`src/rtl/crossbar_pkg.sv`:
```
// rtl/crossbar_pkg.sv - shared state encoding, defaults and register-select helper for the crossbar loader
// Contents: ST_* state codes, DEF_DATA_W / DEF_NREGS defaults, rin_bit() one-hot bit decode.
package crossbar_pkg;

    localparam int DEF_DATA_W = 8;
    localparam int DEF_NREGS  = 4;

    typedef logic [2:0] state_t;

    localparam state_t ST_IDLE  = 3'd0;
    localparam state_t ST_LOAD  = 3'd1;
    localparam state_t ST_FLUSH = 3'd2;
    localparam state_t ST_SWAP  = 3'd3;
    localparam state_t ST_DONE  = 3'd4;

    typedef logic [7:0] idx_t;

    // Register numbers are 1-based: index 0 selects R1. Every user of RinExt
    // goes through this so the bit order cannot drift between blocks.
    function automatic logic rin_bit(input idx_t idx, input int reg_num);
        return (int'(idx) + 1) == reg_num;
    endfunction

endpackage

```
`src/rtl/crossbar_onehot.sv`:
```
// rtl/crossbar_onehot.sv - combinational index to [1:NREGS] one-hot register select
// Ports: idx (in, IDX_W) zero-based register index; sel (out, [1:NREGS]) one-hot, bit 1 = R1.
module crossbar_onehot
    import crossbar_pkg::*;
#(
    parameter int NREGS = DEF_NREGS,
    parameter int IDX_W = 2
) (
    input  logic [IDX_W-1:0] idx,
    output logic [1:NREGS]   sel
);

    always_comb begin
        sel = '0;
        for (int i = 1; i <= NREGS; i++) begin
            sel[i] = rin_bit(idx_t'(idx), i);
        end
    end

endmodule

```
`src/rtl/crossbar_loader.sv`:
```
// rtl/crossbar_loader.sv - sequencer loading R1..RN of the crossbar from a byte stream, then pulsing w
// Ports: Clock, Reset (sync, active-high); Start; InData/InValid/InReady byte input handshake;
//        Data/Extern/RinExt registered external-load drive; w registered transfer request;
//        Busy (LOAD/FLUSH/SWAP); Done one-cycle completion pulse.
module crossbar_loader
    import crossbar_pkg::*;
#(
    parameter int DATA_W      = DEF_DATA_W,
    parameter int NREGS       = DEF_NREGS,
    parameter int SWAP_CYCLES = 2
) (
    input  logic              Clock,
    input  logic              Reset,
    input  logic              Start,
    input  logic [DATA_W-1:0] InData,
    input  logic              InValid,
    output logic              InReady,
    output logic [DATA_W-1:0] Data,
    output logic              Extern,
    output logic [1:NREGS]    RinExt,
    output logic              w,
    output logic              Busy,
    output logic              Done
);

    localparam int IDX_W = (NREGS > 1) ? $clog2(NREGS) : 1;

    state_t           state;
    logic [IDX_W-1:0] idx;
    logic [3:0]       swap_cnt;
    logic [1:NREGS]   sel;
    logic             handshake;
    logic             last_load;
    logic             last_swap;

    crossbar_onehot #(
        .NREGS (NREGS),
        .IDX_W (IDX_W)
    ) u_onehot (
        .idx (idx),
        .sel (sel)
    );

    assign InReady   = (state == ST_LOAD);
    assign Busy      = (state == ST_LOAD) || (state == ST_FLUSH) || (state == ST_SWAP);
    assign Done      = (state == ST_DONE);
    assign handshake = InValid && InReady;
    assign last_load = (idx == IDX_W'(NREGS - 1));
    assign last_swap = (swap_cnt == 4'(SWAP_CYCLES - 1));

    always_ff @(posedge Clock) begin
        if (Reset) begin
            state    <= ST_IDLE;
            idx      <= '0;
            swap_cnt <= '0;
            Data     <= '0;
            Extern   <= 1'b0;
            RinExt   <= '0;
            w        <= 1'b0;
        end else begin
            case (state)
                ST_IDLE: begin
                    if (Start) begin
                        state <= ST_LOAD;
                        idx   <= '0;
                    end
                end
                ST_LOAD: begin
                    if (handshake) begin
                        Data   <= InData;
                        Extern <= 1'b1;
                        RinExt <= sel;
                        // Leave idx parked on the last register rather than wrapping.
                        if (last_load) begin
                            state <= ST_FLUSH;
                        end else begin
                            idx <= idx + IDX_W'(1);
                        end
                    end else begin
                        // A stall cycle must not re-load the previous register.
                        Extern <= 1'b0;
                        RinExt <= '0;
                    end
                end
                ST_FLUSH: begin
                    // Last load pulse is on the bus now; drop it before raising w.
                    Extern   <= 1'b0;
                    RinExt   <= '0;
                    w        <= 1'b1;
                    swap_cnt <= '0;
                    state    <= ST_SWAP;
                end
                ST_SWAP: begin
                    if (last_swap) begin
                        w     <= 1'b0;
                        state <= ST_DONE;
                    end else begin
                        swap_cnt <= swap_cnt + 4'd1;
                    end
                end
                ST_DONE: begin
                    state <= ST_IDLE;
                end
                default: begin
                    state <= ST_IDLE;
                end
            endcase
        end
    end

endmodule

```
`config.mk`:
```
export PLATFORM = sky130hd
export DESIGN_NAME = crossbar_loader
export DESIGN_NICKNAME = d
export VERILOG_FILES = /design/src/rtl/crossbar_pkg.sv /design/src/rtl/crossbar_onehot.sv /design/src/rtl/crossbar_loader.sv
export SDC_FILE = /design/constraint.sdc
export NUM_CORES = 1
export LEC_CHECK = 0
export ABC_AREA = 0
export CAP_MARGIN = 20
export CORE_MARGIN = 2
export CORE_UTILIZATION = 50
export DETAILED_ROUTE_END_ITERATION = 7
export PLACE_DENSITY = 0.89
export SYNTH_ARGS = -nofsm -noshare
export SYNTH_HDL_FRONTEND = slang
export SYNTH_HIERARCHICAL = 1
export SYNTH_SLANG_ARGS = --single-unit
```
`constraint.sdc`:
```
create_clock -name Clock -period 3.7 [get_ports Clock]
set_input_delay 0.37 -clock Clock [delete_from_list [all_inputs] [get_ports Clock]]
set_output_delay 0.37 -clock Clock [all_outputs]
set_load 0.1 [all_outputs]
```
==> impl_results.md, run 1 <==
* EDFF count, synth at 0
* CTS buffer count at 3
* Clk buf depth at 2
* Placer congestion estimate at around 0.74
* Final Max Tran Viols at 0
* Max_cap viols at 0
* DP Wirelength at between 1.5 and 2 mm
* Area of the multi-input gates at 569 um2
* Count leader, synth: dfxtp_1
* Die Y-Extent at approximately 50 um
* Nets at around 170
* Post-synth top area share at 0.431
* Boundary Pins at 29
* Switching Fraction at 0.364
* Slowest cell delay on critical path at about 1.2 ns
* Post-DP Area at approximately 1400 um2
* Vias in the first global route at about 920
* Initial Util at 0.539
* Async S/R FF share, synth at 0
* Total die area at 2520 um2
* Rows at 16
* Slowest CP cell: clkdlybuf4s50_1
* Area grow syn2layout at 29.2%
* DRT iter0 DRCs at 15
* Synth area leader: dfxtp_1
* Peak Freq at between 300 and 400 MHz
* Global router's overall resource usage at 0.206
* Critical path cell sequence: inv_1 > nor3_1 > clkdlybuf4s50_1
* Clk_lat worst skew at 0.31 ns
* Mapped cell area at 1070 um2
* Worst setup SP type: flop
* Top post-synthesis cells by count: dfxtp_1 (23), nand2_1 (22), a21oi_1 (18)
* Final Hold Fails at 0
* Final period utilization at 0.759
* Pwr dens at 392 nW/um2
* Sequential power share at 0.501
* Synth area leaders: dfxtp_1 (43%), a21oi_1 (8.4%), nand2_1 (7.7%), o21ai_0 (3.8%), ha_1 (3.5%)
* Global-route wire length before repair at just under 4 mm
* DR pass1 iterations at 4
* Clock tree from TritonCTS: yes
* Die Wd at approximately 50 um
* Antenna diodes at 0
* Peak fanout along the critical path at 17
* Initial antenna violation count at 0
* R2R setup slack at between 2 and 2.5 ns
* TritonCTS sink count at 23
* Ys Warns at 6
* Cells after synthesis at between 100 and 150
* Residual DRC at 0
* Resized Gates After CTS at 0
* Reg clk slew, reported paths at about 0.13 ns
* Wire per inst at ~13 um
* Crit path DAT at between 2 and 2.5 ns
* CP bufs+invs at 2
* Internal power at 0.000344 W
* Post-CTS Setup Inserts at 0
* Synthesized Nets at about 140
* Setup crit end kind: primary output
* #FFs+latches synth at 23
* Slew @ Worst Pin at approximately 0.98 ns
* Clock network fraction of design power at 0.218
* Sw Pwr at 0.000196 W
* Worst EP required at approximately 3.3 ns
* Port Buf Inserts at 28
* Final TNS setup at 0 ns
* Critical path class: reg -> out
* Mean Syn Cell Area at between 8 and 9 um2
* Storage cell area at approximately 460 um2
* Slew Limit Headroom at 0.347
* Final ANT Viol Nets at 0
* Fill cells at about 150
* Worst min path class: reg -> reg
* Outcome: finished clean
* Share of cells above drive strength 1 at 0.0523
* Distinct cells, synth at 37
* Logic pwr share at 0.281
* Most used DFF post-synth: dfxtp_1
* CTS root buffer: clkbuf_4
* RSZ-0062 raised after global routing: false
* Detailed-route wire length at 2.36 mm
* Register area share after synthesis at 0.431
* Routed via count at 1000
* Leak Pwr at between 0.4 and 0.5 nW
* Htree depth at 1
* Worst Skew at between 0.004 and 0.005 ns
* CP delay by family, top: buffers and inverters
* Largest net degree at the start of global routing at 26
* # hold bufs at CTS at 0
* Grt total ovfl at 0
* Core area at ~2000 um2
* Non-Filler Cell Area, Final at around 1400 um2
* Fin crit period at 2.81 ns
* Via density per instance at 5.56
* Setup-failing EPs final at 0
* VDD IR-drop max at about 0.00025 V
[worst min-delay path: stages (launching register included)]
cell and delay [ns]:
dfxtp_1 0.33, nand2_1 0.05, a21oi_1 0.05
[layout by cell type, fill, tap and decap left out, types with 2 or more instances in the layout]
cell type	instances
a21oi_1	18
and3b_1	2
nand2_1	22
or3b_1	2
o211ai_1	2
or3_1	2
o21ai_0	8
ha_1	3
nand2b_1	3
nor2_1	5
dfxtp_1	23
nor3b_1	2
nand3_1	2
or4_1	2
clkdlybuf4s50_1	28
clkbuf_4	3
nor2b_1	3
inv_1	2
nand3b_1	2
nor3_1	2
[area by class of cell]
cell class | count | area share
clock buffers | 3 | 0.0163
well taps | 27 | 0.0245
repair buffers | 28 | 0.203
inverters | 2 | 0.00544
flip-flops and latches | 23 | 0.334
multi-input cells | 96 | 0.413
clock inverters | 1 | 0.00363
[cell families after synthesis]
logic type,after synthesis,share of synthesized area
simple gates,58,0.307
compound gates,32,0.165
flops,23,0.431
buf+inv,9,0.0352
fa+ha+maj,3,0.0352
xor+xnor,2,0.0164
mux,1,0.00938
[flip-flops by register name (all words and copies together) (netlist names)]
register  flops
state         3
RinExt        4
swap_cnt      4
w             1
Extern        1
idx           2
Data          8
[through the flow]
stage | util | std cells | total power [W] | worst slack [ns] | hold slack (ns)
after detailed placement | 0.682 | 176 | 0.000428 | 1.27 | 0.447
final | 0.696 | 180 | 0.000540 | 0.891 | 0.461
after CTS | 0.696 | 180 | 0.000541 | 0.905 | 0.465
after global placement | 0.682 | 176 | 0.000424 | 1.31 | 0.441
after floorplan | - | 128 | 0.000388 | 0.427 | 0.447
after global routing | 0.696 | 180 | 0.000560 | 0.741 | 0.492
[metal layers]
metal / up-vias / share of wire / track usage
li1: 499 / - / -
met2: 22 / 0.51 / 0.379
met1: 472 / 0.43 / 0.236
met5: - / 0 / 0
met4: 0 / 0.025 / 0.0972
met3: 7 / 0.031 / 0.0208
[path summary, 6_finish.rpt]
check | start | to | cells after the start
hold reg to reg | Data[1]$_SDFFE_PP0P_ | Data[1]$_SDFFE_PP0P_ | 2
setup / recovery | state[2]$_SDFFE_PP0P_ | Done | 3
setup reg to reg | state[0]$_SDFFE_PP0P_ | swap_cnt[3]$_SDFFE_PP0P_ | 3
hold / removal | Data[1]$_SDFFE_PP0P_ | Data[1]$_SDFFE_PP0P_ | 2
[power by group through the flow]
stage | Clock (W) | Sequential (W) | Combinational, W
after floorplan | 0 | 0.000320 | 0.0000681
after CTS | 0.000119 | 0.000270 | 0.000153
final | 0.000118 | 0.000270 | 0.000152
after detailed placement | 0 | 0.000275 | 0.000152
after global routing | 0.000128 | 0.000272 | 0.000160
after global placement | 0 | 0.000274 | 0.000149
Note: power is estimated with default switching activity, not from simulation.
==> inputs of run 2 (changes only) <==
CORE_UTILIZATION = 46   (was 50)
PLACE_DENSITY = 0.84   (was 0.89)
clock period = 2.7 ns   (was 3.7 ns; I/O delays follow)
==> run 2 against run 1 <==
Effect of this change: register-to-register slack lost 0.97 ns; worst hold slack gained 0.0097 ns; sequential power increased by 37%; largest cell class unchanged; largest power group unchanged.
==> impl_results.md, run 2 (synthesized netlist as in run 1, its figures left out) <==
* Outcome: finished clean
* Global-route wire length before repair at 3.94 mm (-0.71%)
* Residual DRC at 0 (unchanged)
* Final ANT Viol Nets at 0 (unchanged)
* CTS root buffer: clkbuf_4
* Storage cell area at 460 um2 (unchanged)
* TritonCTS sink count at 23 (unchanged)
* Vias in the first global route at 899 (-2.4%)
* Peak Freq at about 540 MHz
* Cells on worst reg2reg path at 3 (unchanged)
* Inst Count DP at 177 (+0.57%)
* Global router's overall resource usage at 0.193 (-0.0127)
* Dpl ws at 0.973 ns (-0.299 ns)
* Logic pwr share at 0.276 (-0.005)
* Final Max Tran Viols at 0 (unchanged)
* Core area at 2210 um2 (+12%)
* Clk buf depth at 2 (unchanged)
* Grt total ovfl at 0 (unchanged)
* Largest regs: Data x8, RinExt x4, swap_cnt x4
* DRT iter0 DRCs at 10 (-5)
* Setup-failing EPs final at 0 (unchanged)
* Origin of the critical flop-to-flop path: state[1]$_SDFFE_PP0P_
* # hold bufs at CTS at 0 (unchanged)
* DR pass1 iterations at 4 (unchanged)
* Initial Util at 0.482 (-0.0560)
* Initial antenna violation count at 0 (unchanged)
* Die Y-Extent at 52.2 um (+3.9%)
* CTS buffer count at 3 (unchanged)
* Area grow syn2layout at 26.1%
* Htree depth at 1 (unchanged)
* Area of the multi-input gates at 579 um2 (+1.8%)
* Port Buf Inserts at 28 (unchanged)
* Leak Pwr at 0.513 nW (+7.1%)
* Post-DP Area at 1320 um2 (-2.3%)
* Most common cell after layout, fill and taps aside: dfxtp_1
* Rows at 17 (+1)
* Die Wd at 52.2 um (+3.9%)
* Clk_lat worst skew at 0.31 ns (about the same)
* Peak fanout along the critical path at 17 (unchanged)
* Fill cells at 215 (+45%)
* Final Hold Fails at 0 (unchanged)
* Slew Limit Headroom at 0.433 (+0.0861)
* Via density per instance at 5.45 (-1.9%)
* Placer congestion estimate at 0.874 (+18%)
* Setup crit end kind: primary output
* Reg clk slew, reported paths at 0.13 ns (about the same)
* Antenna diodes at 0 (unchanged)
* Final period utilization at 0.682
* Clock network fraction of design power at 0.220 (+0.002)
* Critical path class: reg -> out
* Sequential power share at 0.504 (+0.003)
* Final TNS setup at 0 ns (unchanged)
* Reg2reg end: swap_cnt[3]$_SDFFE_PP0P_
* Crit path DAT at 1.57 ns (-0.87 ns)
* Hold depth at 2 (unchanged)
* Pwr dens at 547 nW/um2 (+40%)
* Routed via count at 986 (-1.4%)
* Largest net degree at the start of global routing at 26 (unchanged)
* Boundary Pins at 29 (unchanged)
* Wire per inst at 12.8 um (-2.4%)
* Non-Filler Cell Area, Final at 1350 um2 (-2.4%)
* Most flops, register: Data
* Post-CTS Setup Inserts at 0 (unchanged)
* Most frequent cells in the layout: dfxtp_1 (23), nand2_1 (22), a21oi_1 (18)
* VDD IR-drop max at 0.000345 V (+40%)
* Final worst slack at 0.857 ns (-0.0338 ns)
* Slew @ Worst Pin at 0.848 ns (-0.129 ns)
* DP Wirelength at 1.66 mm (-1.3%)
* Sw Pwr at 0.000268 W (+37%)
* Switching Fraction at 0.364 (about the same)
* Internal power at 0.000469 W (+36%)
* Max_cap viols at 0 (unchanged)
* Worst EP required at 2.43 ns (-0.90 ns)
* Nets at 169 (unchanged)
* Worst min path class: reg -> reg
* Non-Filler Instances at 181 (+0.56%)
* Total power at 0.000737 W (+36%)
* RSZ-0062 raised after global routing: false
* Max FFs per register at 8 (unchanged)
* Detailed-route wire length at 2.31 mm (-1.8%)
* R2R setup slack at 1.05 ns (-0.97 ns)
* Total die area at 2720 um2 (+8.0%)
* Worst Skew at 0.00145 ns (-0.00278 ns)
* Worst setup SP type: flop
* Share of cells above drive strength 1 at 0.170 (+0.118)
* Resized Gates After CTS at 0 (unchanged)
* Clock tree from TritonCTS: yes
* Crit path to: Done
* Fin crit period at ~1.8 ns
* Crit. Startpoint: state[2]$_SDFFE_PP0P_
-- run 2: metal layers --
layer,vias up,GRT usage,wire length (um)
li1,500,-,-
met4,0,0.0641,25
met5,-,0,0
met3,4,0.0429,92
met1,461,0.225,1020
met2,21,0.348,1180
-- run 2: final cells by class --
type	count	share of cell area
Multi-Input combinational cell	96	0.430
Sequential cell	23	0.342
Timing Repair Buffer	28	0.177
Tap cell	28	0.0260
Clock buffer	4	0.0195
Inverter	2	0.00558
-- run 2: worst max-delay path, cell delays in order, from the launching register on --
cell and delay, ns:
dfxtp_1 0.64, inv_1 0.14, nor3_2 0.17, buf_4 0.31
-- run 2: stage by stage --
step           utilization  hold slack [ns]
2_1_floorplan            -            0.347
3_3_place_gp         0.597            0.443
3_5_place_dp         0.597            0.455
4_1_cts              0.609            0.472
5_1_grt              0.609            0.485
6_report             0.609            0.471
-- run 2: worst min-delay path by stage --
| stage | startpoint | to | slack (ns) |
|---|---|---|---|
| final | Data[2]$_SDFFE_PP0P_ | Data[2]$_SDFFE_PP0P_ | 0.47 |
| after global routing | Data[5]$_SDFFE_PP0P_ | Data[5]$_SDFFE_PP0P_ | 0.49 |
| after CTS | Data[2]$_SDFFE_PP0P_ | Data[2]$_SDFFE_PP0P_ | 0.47 |
| after detailed placement | Data[2]$_SDFFE_PP0P_ | Data[2]$_SDFFE_PP0P_ | 0.45 |
| after global placement | Data[5]$_SDFFE_PP0P_ | Data[5]$_SDFFE_PP0P_ | 0.44 |
| after floorplan | Reset | state[2]$_SDFFE_PP0P_ | 0.35 |
-- run 2: power groups by stage --
stage                     Clock [W]  Combinational, W  Sequential (W)
after floorplan                   0         0.0000946        0.000438
final                      0.000162          0.000203        0.000371
after detailed placement          0          0.000204        0.000379
after global routing       0.000180          0.000215        0.000374
after CTS                  0.000162          0.000205        0.000371
after global placement            0          0.000201        0.000377
